--- src/rtl/pipeline_skid_if.sv ---
// Valid/ready handshake bundle for pipeline_skid: upstream in_* side, downstream out_* side
// and the status outputs. slave is the stage's view, master is the environment's view.
interface pipeline_skid_if #(
    parameter int unsigned WIDTH = 4,
    parameter int unsigned CNT_W = 8
);
    logic [WIDTH-1:0] in_data;
    logic             in_valid;
    logic             in_ready;
    logic [WIDTH-1:0] out_data;
    logic             out_valid;
    logic             out_ready;
    logic [1:0]       level;
    logic [CNT_W-1:0] xfer_count;

    modport slave (
        input  in_data,
        input  in_valid,
        output in_ready,
        output out_data,
        output out_valid,
        input  out_ready,
        output level,
        output xfer_count
    );

    modport master (
        output in_data,
        output in_valid,
        input  in_ready,
        input  out_data,
        input  out_valid,
        output out_ready,
        input  level,
        input  xfer_count
    );
endinterface

--- src/rtl/pipeline_skid.sv ---
// Elastic valid/ready stage with a main register and a skid register; in_ready is derived
// from state only, so there is no combinational path from out_ready to in_ready.
module pipeline_skid #(
    parameter int unsigned WIDTH = 4,
    parameter int unsigned CNT_W = 8
) (
    input logic           clock,
    input logic           reset,
    pipeline_skid_if.slave bus
);

    typedef enum logic [1:0] {StEmpty, StBusy, StFull} state_e;

    state_e           state_q, state_d;
    logic [WIDTH-1:0] main_q, main_d;
    logic [WIDTH-1:0] skid_q, skid_d;
    logic [CNT_W-1:0] count_q, count_d;
    logic             in_ready, out_valid, in_xfer, out_xfer;

    // Outputs are forced idle while reset is held, even before the first sampling edge.
    assign in_ready  = reset && (state_q != StFull);
    assign out_valid = reset && (state_q != StEmpty);
    assign in_xfer   = bus.in_valid && in_ready;
    assign out_xfer  = out_valid && bus.out_ready;

    always_comb begin
        state_d = state_q;
        main_d  = main_q;
        skid_d  = skid_q;
        count_d = out_xfer ? count_q + CNT_W'(1) : count_q;
        unique case (state_q)
            StEmpty: begin
                if (in_xfer) begin
                    main_d  = bus.in_data;
                    state_d = StBusy;
                end
            end
            StBusy: begin
                if (in_xfer && out_xfer) begin
                    main_d = bus.in_data;
                end else if (in_xfer) begin
                    skid_d  = bus.in_data;
                    state_d = StFull;
                end else if (out_xfer) begin
                    state_d = StEmpty;
                end
            end
            StFull: begin
                if (out_xfer) begin
                    main_d  = skid_q;
                    state_d = StBusy;
                end
            end
            default: state_d = StEmpty;
        endcase
    end

    always_ff @(posedge clock) begin
        if (!reset) begin
            state_q <= StEmpty;
            main_q  <= '0;
            skid_q  <= '0;
            count_q <= '0;
        end else begin
            state_q <= state_d;
            main_q  <= main_d;
            skid_q  <= skid_d;
            count_q <= count_d;
        end
    end

    always_comb begin
        bus.level = 2'd0;
        if (reset) begin
            unique case (state_q)
                StBusy:  bus.level = 2'd1;
                StFull:  bus.level = 2'd2;
                default: bus.level = 2'd0;
            endcase
        end
    end

    assign bus.in_ready   = in_ready;
    assign bus.out_valid  = out_valid;
    assign bus.out_data   = reset ? main_q : '0;
    assign bus.xfer_count = count_q;

endmodule

--- src/flat_wrapper.sv ---
// flat-port wrapper written by rule: the top's interface ports become plain ports
module pipeline_skid_flat 
#(
    parameter int unsigned WIDTH = 4,
    parameter int unsigned CNT_W = 8
)
  (clock, reset, bus_in_data, bus_in_valid, bus_in_ready, bus_out_data, bus_out_valid, bus_out_ready, bus_level, bus_xfer_count);
  pipeline_skid_if #(.WIDTH(WIDTH), .CNT_W(CNT_W)) bus_i ();
  input logic clock;
  input logic reset;
  input wire logic [$bits(bus_i.in_data)-1:0] bus_in_data;
  input wire logic [$bits(bus_i.in_valid)-1:0] bus_in_valid;
  output wire logic [$bits(bus_i.in_ready)-1:0] bus_in_ready;
  output wire logic [$bits(bus_i.out_data)-1:0] bus_out_data;
  output wire logic [$bits(bus_i.out_valid)-1:0] bus_out_valid;
  input wire logic [$bits(bus_i.out_ready)-1:0] bus_out_ready;
  output wire logic [$bits(bus_i.level)-1:0] bus_level;
  output wire logic [$bits(bus_i.xfer_count)-1:0] bus_xfer_count;
  assign bus_i.in_data = bus_in_data;
  assign bus_i.in_valid = bus_in_valid;
  assign bus_in_ready = bus_i.in_ready;
  assign bus_out_data = bus_i.out_data;
  assign bus_out_valid = bus_i.out_valid;
  assign bus_i.out_ready = bus_out_ready;
  assign bus_level = bus_i.level;
  assign bus_xfer_count = bus_i.xfer_count;
  pipeline_skid #(.WIDTH(WIDTH), .CNT_W(CNT_W)) u_core (.clock(clock), .reset(reset), .bus(bus_i));
endmodule
--- config.mk ---
export PLATFORM = sky130hd
export DESIGN_NAME = pipeline_skid_flat
export DESIGN_NICKNAME = d
export VERILOG_FILES = /design/src/rtl/pipeline_skid_if.sv /design/src/rtl/pipeline_skid.sv /design/src/flat_wrapper.sv
export SDC_FILE = /design/constraint.sdc
export NUM_CORES = 1
export LEC_CHECK = 0
export ABC_AREA = 1
export CORE_UTILIZATION = 35
export CTS_BUF_LIST = sky130_fd_sc_hd__clkbuf_4
export CTS_CLUSTER_SIZE = 10
export DETAILED_ROUTE_END_ITERATION = 8
export GPL_ROUTABILITY_DRIVEN = 0
export PLACE_DENSITY = 0.71
export RECOVER_POWER = 50
export SYNTH_ARGS = -nofsm -noshare
export SYNTH_HDL_FRONTEND = slang
export SYNTH_SLANG_ARGS = --single-unit
--- constraint.sdc ---
create_clock -name clock -period 1.8 [get_ports clock]
set_input_delay 0.36 -clock clock [delete_from_list [all_inputs] [get_ports clock]]
set_output_delay 0.36 -clock clock [all_outputs]
set_load 0.1 [all_outputs]
==> summary.txt <==
Min path
  – Hold_sp: u_core.skid_q[3]
  – Hold Path Class: flip-flop to flip-flop
  – Hold Path Depth: 2
  – Worst Hold Endpoint: u_core.skid_q[3]

Final layout
  – Layout Cells excl Fill: 205
  – Final core occ: 55.3%
  – Area growth syn-to-layout: 46.0%
  – Diode count: 0
  – Layout cells sized above 1: 26.9%
  – Final net count: 185

Critical path
  – R2R Setup Slk: 0.40 ns
  – Startpoint types: input pin
  – Critical Path AT: 1.41 ns
  – Crit Path Max Fanout: 9
  – Critical path class: input pin to output port
  – Reg-to-Reg Start: u_core.state_q[1]
  – Worst Reg2Reg Path Length in Cells: 7
  – Critical Path RT: approximately 1.4 ns
  – R2r endpoint: u_core.bus.xfer_count[5]
  – Critical Path Sink Type: output port

Clocking
  – Root buffer cell: clkbuf_4
  – Num CTS Buffers: 3
  – CTS H-tree lvls: 1
  – Clock Sinks: 18
  – Clock buffer depth: 2
  – Clock slew at reported path FFs: 0.10 ns
  – Clock Latency Late Sink: 0.29 ns
  – Post-cts hold buffer count: 0
  – CTS tree: done

Routing
  – Routed vias/inst: 4.91
  – Pre-antenna DRT Iters: 4
  – Drt total wl: 2.29 mm
  – Number of DRC markers in iteration 0: 25
  – Drt wl/cell: 11.2 um
  – Vias: 1006
  – DRC viols: 0
  – DRT antenna net count: 0

Logic synthesis
  – Synth cell count leaders: nand2_1, inv_1, dfxtp_1, nor2_1, a21oi_1
  – Number of flops mapped to enable cells by yosys: 0
  – Yosys top cell area share: 37.4%
  – Primary FF master, synth: dfxtp_1
  – Yosys warns: 0
  – Synth area leader: dfxtp_1
  – Count leader, synth: nand2_1
  – FFs w/ async S/R, synth: 0%
  – Synthesized Nets: 148
  – Synth Cell Area: around 960 um^2
  – Synth Instances: 139
  – Synth cell types: 22
  – Top cells by area, synth: dfxtp_1, nand2_1, inv_1, nor2_1, a21oi_1
  – Synthesized flop and latch total: 18
  – Seq/Total Area, Yosys: 37.4%
  – Avg Cell Area, Syn: 6.93 um^2

Timing
  – Final WS setup: 0.0346 ns
  – Fin crit period: between 1.5 and 2 ns
  – Final Hold Slack: 0.456 ns
  – Fmax: between 0.5 and 0.6 GHz
  – Fin Clk Skew: 0.00287 ns
  – Final Hold Fails: 0
  – Final period utilization: 98.1%
  – Final Slew Violations: 0
  – Final-report setup violation count: 0
  – Worst-Margin Slew: 0.542 ns
  – Slew headroom: 64.0%

Die
  – Core Area: 0.00254 mm^2
  – Die area: 0.00297 mm^2
  – Die Wd: 54.5 um
  – Top-level port count: 24
  – Die Y-Extent: 54.5 um
  – Number of core rows: 18
  – Starting Density: 37.9%

Pwr
  – LEAKAGE: about 0.00066 uW
  – Pwr per Cell Area: ~800 mW/mm^2
  – VDD IR max: approximately 0.46 mV

Placement
  – Port buffer count: 23
  – DP HPWL: 1.73 mm
  – Placed Cells: 198
  – DP Worst Slack: -0.103 ns

Job
  – MaxCap Viol Count: 0

Global route
  – Number of global-route vias before repair: roughly 890
  – First-pass GRT wire length: 3.62 mm
  – Largest net degree at the start of global routing: 14
  – Overall Global Routing Usage: 17.1%
  – Initial antenna violation count: 0
  – Global route total overflow: 0

Outcome
  – Status: finished, final reports clean
layout make-up:
cell class                 instances  area [um^2]
multi-input combinational         95          503
inverter                          24         92.6
fill                             233         1140
clock buffer                       3         22.5
tap                               30         37.5
clock inverter                     1         3.75
timing repair buffer              34          387
sequential                        18          360
metrics by stage:
step	setup TNS [ns]	cell area [um^2]	power, uW
after floorplan	-1.27	968	756
after global placement	-0.329	1430	891
after detailed placement	-0.520	1430	903
after CTS	0	1470	1120
after global routing	-0.00472	1410	1180
final	0	1410	1110
where the power goes:
group          internal [uW]  switching, uW
combinational            164            289
clock                   80.6            125
sequential               431           21.1
worst max-delay path by stage:
stage | startpoint | end | slack (ns) | cells past startpoint
5_1_grt | reset | bus_out_data[3] | -0.003 | 5
4_1_cts | reset | bus_out_data[3] | 0.0001 | 5
3_3_place_gp | reset | bus_level[1] | -0.1 | 4
3_5_place_dp | reset | bus_level[1] | -0.10 | 4
6_report | reset | bus_out_data[3] | 0.03 | 5
2_1_floorplan | reset | bus_level[0] | -0.42 | 2
flip-flops by register name (all words and copies together) (netlist names):
signal                 count
u_core.bus.xfer_count      8
u_core.skid_q              4
u_core.state_q             2
u_core.main_q              4
placed cells by master (no fill, tap or decap), types with 2 or more instances in the layout:
cell,count
nand2_1,32
inv_1,21
dfxtp_1,18
nor2_1,14
a21oi_1,12
o21ai_0,10
buf_12,10
buf_4,10
clkdlybuf4s50_1,7
nand3_1,6
clkbuf_2,6
nor2_2,4
nand3_4,3
nand2_2,3
clkbuf_4,3
inv_2,2
a31oi_1,2
layer usage:
layer / track usage, % / routed length (um)
met1: 19.4 / 990
met4: 8.12 / 8
met2: 30.7 / 1190
met5: 0 / 0
met3: 2.78 / 99
critical path, stage by stage:
cell	delay [ns]
clkdlybuf4s50_1	0.55
buf_6	0.17
nand2_1	0.06
inv_1	0.09
buf_12	0.18
cells by family after synthesis:
logic type	count (synthesis)	synth area share (%)
fa+ha+maj	1	1.30
buf+inv	26	11.9
flops	18	37.4
xor+xnor	1	0.909
compound gates	25	13.6
simple gates	68	34.8
timing repair:
| item | CTS | global route |
|---|---|---|
| resized for setup | 4 | 3 |
| hold endpoints to repair | 0 | 0 |
| gates cloned | 0 | 0 |
| setup endpoints to repair | 4 | 7 |
| buffers inserted | 0 | 3 |
Power figures use the tool's default switching activity.
